File: config.mk
export PLATFORM = sky130hd
export DESIGN_NAME = dmem_ld_agu_flat
export DESIGN_NICKNAME = d
export VERILOG_FILES = /design/src/rtl/pkg_tpu.sv /design/src/rtl/dmem_ld_agu_if.sv /design/src/rtl/dmem_ld_agu.sv /design/src/flat_wrapper.sv
export SDC_FILE = /design/constraint.sdc
export NUM_CORES = 1
export LEC_CHECK = 0
export ABC_AREA = 0
export CORE_AREA = 2 2 71 73
export DETAILED_ROUTE_END_ITERATION = 10
export DIE_AREA = 0 0 73 75
export GPL_TIMING_DRIVEN = 0
export PLACE_DENSITY = 0.78
export SLEW_MARGIN = 20
export SYNTH_ARGS = -nofsm -noshare
export SYNTH_HDL_FRONTEND = slang
export SYNTH_SLANG_ARGS = --single-unit
File: constraint.sdc
create_clock -name clock -period 2.3 [get_ports clock]
set_input_delay 0.69 -clock clock [delete_from_list [all_inputs] [get_ports clock]]
set_output_delay 0.69 -clock clock [all_outputs]
set_load 0.02 [all_outputs]
File: src/rtl/pkg_tpu.sv
// Shared TPU data-memory types: load descriptor, address, handshake and load-FSM encodings.
package pkg_tpu;

    localparam int unsigned WIDTH_SIZE_DMEM = 10;

    typedef logic [WIDTH_SIZE_DMEM-1:0] address_t;
    typedef logic                       s_ready_t;
    typedef logic                       s_grant_t;

    typedef struct packed {
        logic     req;
        address_t len;
        address_t stride;
        address_t base;
    } dmem_t;

    typedef enum logic [1:0] {
        INIT   = 2'd0,
        WAIT   = 2'd1,
        RUN    = 2'd2,
        NOTIFY = 2'd3
    } fsm_extern_ld_t;

endpackage

File: src/rtl/dmem_ld_agu_if.sv
// Load-AGU bus bundle: descriptor in, arbiter handshake, memory address stream, completion.
interface dmem_ld_agu_if;
    import pkg_tpu::*;

    dmem_t    I_Ld;
    logic     O_Busy;
    logic     O_Arb_Req;
    s_grant_t I_Grant;
    logic     O_Mem_Req;
    address_t O_Mem_Addr;
    s_ready_t I_Mem_Ready;
    logic     O_Last;
    logic     O_Done;
    logic     O_Err;

    // AGU side
    modport master (
        input  I_Ld, I_Grant, I_Mem_Ready,
        output O_Busy, O_Arb_Req, O_Mem_Req, O_Mem_Addr, O_Last, O_Done, O_Err
    );

    // Execute stage / arbiter / memory side
    modport slave (
        output I_Ld, I_Grant, I_Mem_Ready,
        input  O_Busy, O_Arb_Req, O_Mem_Req, O_Mem_Addr, O_Last, O_Done, O_Err
    );

endinterface

File: src/rtl/dmem_ld_agu.sv
// Strided load address generator: captures a descriptor, arbitrates for the data
// memory, emits one word address per accepted beat and pulses O_Done at the end.
// Optional feature macro: DMEM_AGU_WRAP_CHK_EN (flag address overflow as a sticky error).
module dmem_ld_agu
    import pkg_tpu::*;
#(
    parameter int unsigned WIDTH_ADDR = WIDTH_SIZE_DMEM
) (
    input  logic          clock,
    input  logic          reset,
    dmem_ld_agu_if.master ld
);

    fsm_extern_ld_t        state_q, state_d;
    logic [WIDTH_ADDR-1:0] addr_q, addr_d;
    logic [WIDTH_ADDR-1:0] stride_q, stride_d;
    logic [WIDTH_ADDR-1:0] rem_q, rem_d;

    logic busy_q, busy_d;
    logic arb_q, arb_d;
    logic mem_req_q, mem_req_d;
    logic last_q, last_d;
    logic done_q, done_d;

`ifdef DMEM_AGU_WRAP_CHK_EN
    logic                  err_q, err_d;
    logic [WIDTH_ADDR:0]   sum_c;
    assign sum_c = {1'b0, addr_q} + {1'b0, stride_q};
`else
    logic [WIDTH_ADDR-1:0] sum_c;
    assign sum_c = addr_q + stride_q;
`endif

    // Next-state, datapath and next-output decode
    always_comb begin
        state_d  = state_q;
        addr_d   = addr_q;
        stride_d = stride_q;
        rem_d    = rem_q;
`ifdef DMEM_AGU_WRAP_CHK_EN
        err_d    = err_q;
`endif
        unique case (state_q)
            INIT: begin
                if (ld.I_Ld.req) begin
                    addr_d   = WIDTH_ADDR'(ld.I_Ld.base);
                    stride_d = WIDTH_ADDR'(ld.I_Ld.stride);
                    rem_d    = WIDTH_ADDR'(ld.I_Ld.len);
`ifdef DMEM_AGU_WRAP_CHK_EN
                    err_d    = 1'b0;
`endif
                    state_d  = (ld.I_Ld.len == '0) ? NOTIFY : WAIT;
                end
            end
            WAIT: begin
                if (ld.I_Grant) state_d = RUN;
            end
            RUN: begin
                if (ld.I_Mem_Ready) begin
                    if (rem_q == WIDTH_ADDR'(1)) begin
                        addr_d  = sum_c[WIDTH_ADDR-1:0];
                        rem_d   = rem_q - WIDTH_ADDR'(1);
                        state_d = NOTIFY;
                    end
`ifdef DMEM_AGU_WRAP_CHK_EN
                    // Overflowing address is never loaded, so it is never issued
                    else if (sum_c[WIDTH_ADDR]) begin
                        err_d   = 1'b1;
                        state_d = NOTIFY;
                    end
`endif
                    else begin
                        addr_d = sum_c[WIDTH_ADDR-1:0];
                        rem_d  = rem_q - WIDTH_ADDR'(1);
                    end
                end
            end
            NOTIFY: begin
                state_d = INIT;
            end
            default: begin
                state_d = INIT;
            end
        endcase

        busy_d    = (state_d != INIT);
        arb_d     = (state_d == WAIT) || (state_d == RUN);
        mem_req_d = (state_d == RUN);
        last_d    = (state_d == RUN) && (rem_d == WIDTH_ADDR'(1));
        done_d    = (state_d == NOTIFY);
    end

    // State, datapath and output registers
    always_ff @(posedge clock or negedge reset) begin
        if (!reset) begin
            state_q   <= INIT;
            addr_q    <= '0;
            stride_q  <= '0;
            rem_q     <= '0;
            busy_q    <= 1'b0;
            arb_q     <= 1'b0;
            mem_req_q <= 1'b0;
            last_q    <= 1'b0;
            done_q    <= 1'b0;
        end else begin
            state_q   <= state_d;
            addr_q    <= addr_d;
            stride_q  <= stride_d;
            rem_q     <= rem_d;
            busy_q    <= busy_d;
            arb_q     <= arb_d;
            mem_req_q <= mem_req_d;
            last_q    <= last_d;
            done_q    <= done_d;
        end
    end

`ifdef DMEM_AGU_WRAP_CHK_EN
    // Sticky wrap error, cleared by the next accepted descriptor
    always_ff @(posedge clock or negedge reset) begin
        if (!reset) err_q <= 1'b0;
        else        err_q <= err_d;
    end
    assign ld.O_Err = err_q;
`else
    assign ld.O_Err = 1'b0;
`endif

    assign ld.O_Busy     = busy_q;
    assign ld.O_Arb_Req  = arb_q;
    assign ld.O_Mem_Req  = mem_req_q;
    assign ld.O_Mem_Addr = address_t'(addr_q);
    assign ld.O_Last     = last_q;
    assign ld.O_Done     = done_q;

endmodule

File: src/flat_wrapper.sv
// flat-port wrapper written by rule: the top's interface ports become plain ports
module dmem_ld_agu_flat import pkg_tpu::*;
#(
    parameter int unsigned WIDTH_ADDR = WIDTH_SIZE_DMEM
)
  (clock, reset, ld_I_Ld, ld_I_Grant, ld_I_Mem_Ready, ld_O_Busy, ld_O_Arb_Req, ld_O_Mem_Req, ld_O_Mem_Addr, ld_O_Last, ld_O_Done, ld_O_Err);
  dmem_ld_agu_if ld_i ();
  input  logic clock;
  input  logic reset;
  input wire logic [$bits(ld_i.I_Ld)-1:0] ld_I_Ld;
  input wire logic [$bits(ld_i.I_Grant)-1:0] ld_I_Grant;
  input wire logic [$bits(ld_i.I_Mem_Ready)-1:0] ld_I_Mem_Ready;
  output wire logic [$bits(ld_i.O_Busy)-1:0] ld_O_Busy;
  output wire logic [$bits(ld_i.O_Arb_Req)-1:0] ld_O_Arb_Req;
  output wire logic [$bits(ld_i.O_Mem_Req)-1:0] ld_O_Mem_Req;
  output wire logic [$bits(ld_i.O_Mem_Addr)-1:0] ld_O_Mem_Addr;
  output wire logic [$bits(ld_i.O_Last)-1:0] ld_O_Last;
  output wire logic [$bits(ld_i.O_Done)-1:0] ld_O_Done;
  output wire logic [$bits(ld_i.O_Err)-1:0] ld_O_Err;
  assign ld_i.I_Ld = ld_I_Ld;
  assign ld_i.I_Grant = ld_I_Grant;
  assign ld_i.I_Mem_Ready = ld_I_Mem_Ready;
  assign ld_O_Busy = ld_i.O_Busy;
  assign ld_O_Arb_Req = ld_i.O_Arb_Req;
  assign ld_O_Mem_Req = ld_i.O_Mem_Req;
  assign ld_O_Mem_Addr = ld_i.O_Mem_Addr;
  assign ld_O_Last = ld_i.O_Last;
  assign ld_O_Done = ld_i.O_Done;
  assign ld_O_Err = ld_i.O_Err;
  dmem_ld_agu #(.WIDTH_ADDR(WIDTH_ADDR)) u_core (.clock(clock), .reset(reset), .ld(ld_i));
endmodule
==> summary.md, run 1 <==
| Metric | Value |
|---|---|
| Cts bufs inserted | `5` |
| Highest-count cells in the layout ignoring fill and taps | `clkdlybuf4s50_1, dfrtp_1, nand2_1, a21oi_1, nor2_1` |
| Most common cell after layout, fill and taps aside | `clkdlybuf4s50_1` |
| Fraction of layout cells with a size suffix above 1 | `a little over an eighth` |
| Power Total | `4190 uW` |
| Max Cap Viol | `0` |
| RSZ-0062 raised after global routing | `true` |
| Fin nets | `350` |
| DR iter-0 viols | `181` |
| # diodes | `0` |
| Max-slew headroom | `between 50% and 60%` |
| Via/cell ratio | `5.76` |
| DR pass1 iterations | `4` |
| Starting Density | `between 40% and 50%` |
| Die ar. | `5480 sq um` |
| Syn_nets | `292` |
| CP Max Fanout | `8` |
| First-pass GRT wire length | `9.15 mm` |
| Wl on met1 | `2.44 mm` |
| Post-Syn Instances | `around 240` |
| Total gr overflow | `0` |
| Slew Limit Fails | `0` |
| Fin. Hold Viols | `0` |
| Mapped cell area | `2290 sq um` |
| Met3 WL | `about 350 um` |
| CP Launch Type | `input port` |
| Clock Sinks | `37` |
| Die X | `73 um` |
| Detailed placer's ending HPWL | `between 4 and 5 mm` |
| Clk Latency, worst-skew pair | `0.28 ns` |
| Clk Tree Root Cell | `clkbuf_8` |
| WL final | `about 5.6 mm` |
| Synth Area per Inst | `9.48 sq um` |
| Die H | `about 75 um` |
| Final hold slack | `around 0.34 ns` |
| # rows | `25` |
| Initial antenna violation count | `0` |
| Hold_buf cts | `0` |
| Post-route minimum period | `2.30 ns` |
| DR vias | `approximately 2,000` |
| # port buffers | `49` |
| Status | `finished clean` |
| Crit path kind | `in2reg` |
| Slew @ Worst Pin | `0.675 ns` |
| IO Count | `51` |
| DR top layer | `met4` |
| Post-synthesis cell type count | `between 50 and 60` |
| Fmax | `between 400 and 500 MHz` |
| EDFF count, synth | `0` |
| Clk_skew | `a little over 0.003 ns` |
| Residual DRC | `0` |
| Core area | `4660 sq um` |
| Max Buffers Root-to-Sink | `2` |
| CTS clk-pin slew, worst paths | `about 0.07 ns` |
| Total track usage | `21.9%` |
| PwrDens | `1410 nW/um^2` |
| Async S/R FF share, synth | `100%` |
| Required time of the critical path | `2.49 ns` |
| Worst setup EP type | `register` |
| Area growth syn-to-layout | `30.0%` |
| Worst vdd ir | `0.641 mV` |
| # H-tree levels | `2` |
| Final setup viols | `0` |
| Seq/Total Area, Yosys | `40.3%` |
| Synth warnings | `0` |
| Hold Path Class | `in2async` |
| Met2 wire len | `~2.7 mm` |
| Leakage | `0.00126 uW` |
| Final Cycle Share | `99.8%` |
| Vias in the first global route | `1,965` |
| Top FF cell, synth | `dfrtp_1` |
| Synth Register Bits | `37` |
| Worst Path Arrival | `2.49 ns` |
| GP Congestion | `0.887` |
| Largest net degree at the start of global routing | `21` |
| Routed length per instance | `roughly 16 um` |
| Antenna Nets Post-Route | `0` |
| CTS tree | `yes` |
## synth_stat cells (all sizes together), types with 2 or more instances
cell type  count  share of area [%]
o32ai          2               0.76
nor4b          3                2.1
o21ai          8                1.7
nand3          7                1.7
o2111ai        2               0.76
nand2         26                4.3
inv           14                2.3
o2bb2a         2                1.3
ha            14                7.6
nor3           9                2.0
a31oi          8                2.2
nor2b          5                1.4
clkbuf         3               0.49
xnor2          2               0.76
o221ai         2                1.0
xor2           2               0.76
a21o           2               0.65
nor4           3                1.1
buf            8                1.9
dfrtp         37                 40
o22ai          4                1.4
nand4          2               0.55
nor3b          3               0.98
nor2          17                2.8
a21oi         18                3.9
o311ai         2               0.76
nand2b         4                1.1
nand3b         3               0.98
mux2i          3                1.3
mux2           9                4.4
## timing repair
item                       CTS  global route
buffers inserted             1             0
gates resized for setup      4             8
pin swaps                    2             2
setup endpoints to repair   12            11
## path summary, 6_finish.rpt
kind / startpoint / end / slack [ns] / cells after the start
worst min register to register: u_core.stride_q[0]$_DFFE_PN0P_ / u_core.stride_q[0]$_DFFE_PN0P_ / 0.52 / 1
worst min-delay path: reset / u_core.ld.O_Mem_Addr[1]$_DFFE_PN0P_ / 0.34 / 1
max in group asynchronous: reset / u_core.state_q[0]$_DFF_PN0_ / 1.50 / 2
worst max register to register: u_core.rem_q[0]$_DFF_PN0_ / u_core.ld.O_Last$_DFF_PN0_ / 0.12 / 8
min in group clock: u_core.stride_q[0]$_DFFE_PN0P_ / u_core.stride_q[0]$_DFFE_PN0P_ / 0.52 / 1
worst max-delay path: ld_I_Ld[30] / u_core.ld.O_Last$_DFF_PN0_ / 0.004 / 6
## cell type report
cell class	count	area (sq um)
sequential	37	926
clock inverter	2	10.0
inverter	14	52.6
multi-input combinational	180	1280
timing repair buffer	51	518
tap	54	67.6
fill	411	1680
buffer	11	57.6
clock buffer	6	72.6
## power by group
group	switching, uW	leakage, uW	internal, uW
clock network	228	0.0000450	210
logic	1370	0.000774	1130
registers	281	0.000439	970
## worst max-delay path, cell delays in order
cell	delay, ns
dlygate4sd2_1	0.33
o21bai_1	0.51
a21oi_1	0.11
o2bb2a_4	0.25
or3_1	0.39
nor4_2	0.21
## kinds of logic after synthesis
kind of cell | synth area share (%)
buffers and inverters | 4.63
multiplexers | 5.73
adder cells (fa/ha/maj) | 8.51
other | 0.163
AND/OR/NAND/NOR | 20.4
AO/OA/AOI/OAI | 18.6
XOR/XNOR | 1.53
flip-flops | 40.3
## registers in the layout, summed over array words and instances, names as in the netlist, 2 cells and up
signal and count:
u_core.stride_q 10, u_core.ld.O_Mem_Addr 10, u_core.rem_q 10, u_core.state_q 2
## through the flow
step / worst slack, ns / TNS (ns) / cell area (sq um) / utilization (%) / std cells
finish: 0.00400 / 0 / 2980 / 64.0 / 355
global route: -0.0368 / -0.220 / 2980 / 64.0 / 355
CTS: 0.0213 / 0 / 2970 / 63.7 / 355
detailed placement: -0.566 / -8.68 / 2880 / 61.7 / 346
global placement: -0.587 / -22.45 / 2850 / 61.2 / 345
floorplan: 0.302 / 0 / 2290 / - / 242
## per-layer routing
layer	up-vias	track usage, %
met5	-	0
met4	0	7.41
met3	6	4.69
met2	84	37.6
met1	963	27.5
li1	993	-
Note: power is estimated with default switching activity, not from simulation.
==> run 2, diff against run 1 <==
--- a/config.mk
+++ b/config.mk
@@ -6,12 +6,13 @@
 export NUM_CORES = 1
 export LEC_CHECK = 0
 export ABC_AREA = 0
-export CORE_AREA = 2 2 71 73
+export CORE_AREA = 2 2 74 76
 export DETAILED_ROUTE_END_ITERATION = 10
-export DIE_AREA = 0 0 73 75
+export DIE_AREA = 0 0 76 78
 export GPL_TIMING_DRIVEN = 0
-export PLACE_DENSITY = 0.78
+export PLACE_DENSITY = 0.75
 export SLEW_MARGIN = 20
 export SYNTH_ARGS = -nofsm -noshare
 export SYNTH_HDL_FRONTEND = slang
 export SYNTH_SLANG_ARGS = --single-unit
+export TNS_END_PERCENT = 1
==> constraint.sdc (replaced) <==
create_clock -name clock -period 2 [get_ports clock]
set_input_delay 0.6 -clock clock [delete_from_list [all_inputs] [get_ports clock]]
set_output_delay 0.6 -clock clock [all_outputs]
set_load 0.02 [all_outputs]
==> run 2 against run 1 <==
The flow now finishes with violations (setup timing). Flip-flop and latch count stayed put. Die area is 8.3% higher. Hold slack got worse by 0.16 ns. Register-to-register slack worse by 0.25 ns. Cell area is 6.9% higher. Routed wire length grew 12%. Critical path depth up 2. Power increased by 26%. Combinational power grew 29%. Clock skew rose by 0.0029 ns. Via count increased by 4.0%. Largest cell class unchanged. Highest routed layer unchanged.
==> summary.md, run 2 (same netlist as run 1, synthesis figures left out) <==
| Metric | Value |
|---|---|
| Die X | `around 76 um` |
| Routed length per instance | `16.5 um` |
| Fin nets | `357` |
| CP Max Fanout | `4` |
| Failing checks | `setup timing` |
| Clk_skew | `0.00599 ns` |
| Largest net degree at the start of global routing | `25` |
| Core area | `5040 sq um` |
| Clock Sinks | `37` |
| CTS clk-pin slew, worst paths | `0.08 ns` |
| Via/cell ratio | `roughly 5.6` |
| Worst vdd ir | `around 1.0 mV` |
| IO Count | `51` |
| Final setup viols | `1` |
| Final Cycle Share | `107%` |
| Max-slew headroom | `approximately two thirds` |
| Worst setup EP type | `register` |
| Starting Density | `45.5%` |
| Slew Limit Fails | `0` |
| RSZ-0062 raised after global routing | `true` |
| Hold_buf cts | `0` |
| Antenna Nets Post-Route | `0` |
| Die H | `~78 um` |
| DR vias | `roughly 2,100` |
| Fin. Hold Viols | `0` |
| Initial antenna violation count | `0` |
| Crit path kind | `reg2reg` |
| Status | `finished with violations` |
| DP Cell Count | `362` |
| # rows | `26` |
| Power Total | `between 5000 and 6000 uW` |
| PwrDens | `1660 nW/um^2` |
| Fmax | `469 MHz` |
| DR pass1 iterations | `4` |
| Worst setup margin | `-0.133 ns` |
| Leakage | `0.00138 uW` |
| Clk Tree Root Cell | `clkbuf_8` |
| Area growth syn-to-layout | `39.0%` |
| CTS tree | `yes` |
| Hold Path Class | `in2async` |
| GP Congestion | `0.888` |
| Vias in the first global route | `slightly above 2,000` |
| Die ar. | `slightly below 6000 sq um` |
| # diodes | `0` |
| Cts bufs inserted | `5` |
| Max Cap Viol | `0` |
| Fin cells | `roughly 380` |
| Final hold slack | `between 0.15 and 0.2 ns` |
| WL final | `6.23 mm` |
| Worst Path Arrival | `2.34 ns` |
| Most common cell after layout, fill and taps aside | `clkdlybuf4s50_1` |
| # port buffers | `49` |
| CP Launch Type | `register` |
| Fillers | `roughly 440` |
| Clk Latency, worst-skew pair | `roughly 0.30 ns` |
| Residual DRC | `0` |
| DR iter-0 viols | `137` |
| Detailed placer's ending HPWL | `4.30 mm` |
| # H-tree levels | `2` |
| Required time of the critical path | `~2.2 ns` |
| Slew @ Worst Pin | `0.519 ns` |
| Total gr overflow | `0` |
| First-pass GRT wire length | `~9.5 mm` |
| Total track usage | `a little over 20%` |
| Fraction of layout cells with a size suffix above 1 | `23.4%` |
| Post-route minimum period | `2.13 ns` |
| Final setup TNS | `-0.133 ns` |
| Max Buffers Root-to-Sink | `2` |
| Highest-count cells in the layout ignoring fill and taps | `clkdlybuf4s50_1, dfrtp_1, nand2_1, a21oi_1, nor2_1` |
==> run 2: cell types whose count changed in the layout (fill, tap and decap cells not counted), sizes merged <==
| cell | change |
|---|---|
| clkinv | -1 |
| dlymetal6s2s | +7 |
| dlygate4sd2 | +1 |
| clkdlybuf4s50 | -9 |
| clkbuf | +1 |
| clkdlybuf4s15 | -1 |
| buf | +9 |
==> run 2: what timing repair did <==
action                     4_1_cts  5_1_grt
setup buffers                    2        7
cloned                           0        0
setup endpoints to repair       25       14
resized for setup               18       33
pin swaps                        2       15
==> run 2: final cells by class <==
class	instances	area, sq um	area share [%]
Timing Repair Buffer	59	577	18.1
Clock buffer	7	96.3	3.02
Inverter	14	52.6	1.65
Buffer	10	55.1	1.73
Tap cell	70	87.6	2.75
Clock inverter	1	5.00	0.157
Multi-Input combinational cell	180	1390	43.5
Sequential cell	37	928	29.1
==> run 2: path summary, 6_finish.rpt <==
kind,from,endpoint,slack (ns),cells after the start
max in group asynchronous,reset,u_core.rem_q[0]$_DFF_PN0_,1.36,2
min in group clock,u_core.stride_q[8]$_DFFE_PN0P_,u_core.stride_q[8]$_DFFE_PN0P_,0.52,1
worst min-delay path,reset,u_core.ld.O_Mem_Addr[2]$_DFFE_PN0P_,0.18,1
worst max-delay path,u_core.rem_q[1]$_DFF_PN0_,u_core.ld.O_Last$_DFF_PN0_,-0.13,8
worst max register to register,u_core.rem_q[1]$_DFF_PN0_,u_core.ld.O_Last$_DFF_PN0_,-0.13,8
worst min register to register,u_core.stride_q[8]$_DFFE_PN0P_,u_core.stride_q[8]$_DFFE_PN0P_,0.52,1
==> run 2: metrics by stage <==
step	cell area [sq um]	utilization (%)	setup slack, ns
after floorplan	2290	-	0.00215
after global placement	2870	57.0	-0.934
after detailed placement	2890	57.3	-0.949
after CTS	3050	60.5	-0.147
after global routing	3190	63.3	-0.181
final	3190	63.3	-0.133
==> run 2: power breakdown <==
group / total (uW) / internal [uW] / switching [uW]
logic: 3230 / 1480 / 1750
registers: 1450 / 1120 / 333
clock network: 597 / 312 / 285
total: 5280 / 2910 / 2370
==> run 2: metal layers <==
metal / up-vias / routed length (um) / global-route usage, %
met1: 1018 / 2680 / 24.6
met2: 88 / 3050 / 35.3
met3: 16 / 339 / 4.65
met4: 0 / 154 / 9.09
li1: 1006 / - / -
met5: - / 0 / 0
==> run 2: critical path: stages (launching register included) <==
cell      delay (ns)
dfrtp_1         0.44
inv_2           0.13
ha_4            0.15
or4bb_4         0.46
o221ai_2        0.16
o311ai_2        0.14
nor2_1          0.14
nand4_1         0.16
nor4_2          0.26
==> patch, RTL diff (settings of run 2) <==
The 4 states of `fsm_extern_ld_t` get a one-hot encoding in 4 bits.
--- a/src/rtl/pkg_tpu.sv
+++ b/src/rtl/pkg_tpu.sv
@@ -16,7 +16,7 @@
 
-    typedef enum logic [1:0] {
-        INIT   = 2'd0,
-        WAIT   = 2'd1,
-        RUN    = 2'd2,
-        NOTIFY = 2'd3
+    typedef enum logic [3:0] {
+        INIT   = 4'b0001,
+        WAIT   = 4'b0010,
+        RUN    = 4'b0100,
+        NOTIFY = 4'b1000
     } fsm_extern_ld_t;
Formal check against the unedited RTL: same outputs for any inputs over 4 cycles, from zero or initial values and one cycle with reset low; so few cycles prove little.
==> patch against run 2 <==
  * The run still ends with negative setup slack left
  * Power is 0.48% higher
  * Area after synthesis is 3.5% higher
  * Sequential cell count rose by 2
  * Sequential share of layout area is 0.57 points lower
  * First-iteration DRC count did not move
  * Cell count rose by 11%
  * Wire length up 15%
  * Worst hold slack better by 0.026 ns
  * Utilization grew 5.2 points
  * Global-route usage rose by 4.1 points
  * Count of clock-buffer cells in the layout increased by 1
  * Final area increased by 8.2%
  * Worst setup slack better by 0.065 ns
  * Largest cell class unchanged
==> patch: results (changes against run 2) <==
[timing]
skew_ns = 0.0126  ; was 0.00599 ns
finalSetupViolCount = 4  ; was 1
setup_slack_ns = -0.0677  ; was -0.133 ns
holdWs_ns = 0.211  ; was 0.185 ns
setup_tns_ns = -0.206  ; was -0.133 ns

[final_layout]
fin_nets = 395  ; was 357
fillerInstances = 409  ; was 437

[place]
post-dp-hpwl_um = 4700  ; was 4300 um

[critical_path]
r2r-start = u_core.stride_q[0]$_DFFE_PN0P_  ; was u_core.rem_q[1]$_DFF_PN0_
max_stage_delay_ns = 0.40  ; was 0.46 ns
crit_family = adder cells  ; was simple AND/OR/NAND/NOR gates
cp_slowest_cell = dfrtp_1  ; was or4bb_4
r2r_cells = 9  ; was 8
worstPathMaxFanout = 3  ; was 4
arrival_ns = 2.31  ; was 2.34 ns

[clock_tree]
ctsHtreeMaxLevel = 2  ; unchanged
cts_resized = 30  ; was 18
postCtsSetupRepairBufs = 20  ; was 2
cts_sinks = 39  ; was 37

[synthesis]
synthTopCellsByArea = dfrtp_1, nand2_1, ha_1  ; was dfrtp_1, ha_1, mux2_2
syn_nets = 310  ; was 292
ys_seq_area_share_pct = 41.1  ; was 40.3%
ys_top_cells_by_count = nand2_1, dfrtp_1, nand3_1, nor3_1, o21ai_0  ; was dfrtp_1, nand2_1, a21oi_1, nor2_1

[power]
worst_ir_drop_vdd_v = 0.000828  ; was 0.00104 V
p_int_uw = 3020  ; was 2910 uW
power_leakage_uw = 0.00149  ; was 0.00138 uW

[grt]
first_global_vias = 2379  ; was 2013
track_usage_pct = 24.6  ; was 20.5%

[outcome]
status = finished with violations  ; unchanged
violations = negative setup slack  ; unchanged

patch: cell count changes in the layout (fill, tap and decap cells not counted), sizes merged, moves of 9 or more:
cell | before | now
nor3 | 9 | 18
nand2 | 26 | 47
buf | 19 | 36
clkdlybuf4s50 | 36 | 45
a21oi | 18 | 9
nand3 | 7 | 17
patch: final cells by class:
cell class	instances	area share, %
Sequential cell	39	28.5
Tap cell	70	2.54
Buffer	11	2.03
Inverter	11	1.20
Clock buffer	8	2.90
Multi-Input combinational cell	201	41.7
Timing Repair Buffer	79	21.1
patch: cell families after synthesis:
logic type | synth area share, %
simple gates | 27.4
compound gates | 17.7
flops | 41.1
buf+inv | 4.48
fa+ha+maj | 6.64
xor+xnor | 1.11
mux | 1.37
other cells | 0.158
patch: metrics by stage:
| step | setup slack [ns] | power (uW) | std cells | cell area (um2) | utilization [%] |
|---|---|---|---|---|---|
| floorplan | -0.00193 | 3240 | 263 | 2410 | - |
| global placement | -0.803 | 3950 | 382 | 2990 | 59.2 |
| detailed placement | -0.794 | 4040 | 383 | 3000 | 59.5 |
| CTS | -0.0752 | 5000 | 410 | 3330 | 66.0 |
| global route | -0.212 | 5690 | 419 | 3450 | 68.5 |
| finish | -0.0677 | 5310 | 419 | 3450 | 68.5 |
patch: routing by layer:
metal / up-vias / share of wire (%) / global-route usage, % / routed length (um)
met4: 0 / 2.9 / 8.55 / 207
li1: 1118 / - / - / -
met1: 1209 / 40 / 29.6 / 2890
met5: - / 0 / 0 / 0
met3: 24 / 6.0 / 4.77 / 427
met2: 101 / 51 / 44.1 / 3630
patch: power by group through the flow:
stage	combinational, uW	sequential [uW]	clock [uW]
final	3210	1500	605
after global routing	3500	1540	649
after CTS	2900	1490	611
after detailed placement	2570	1460	0
after global placement	2490	1460	0
after floorplan	1700	1540	0
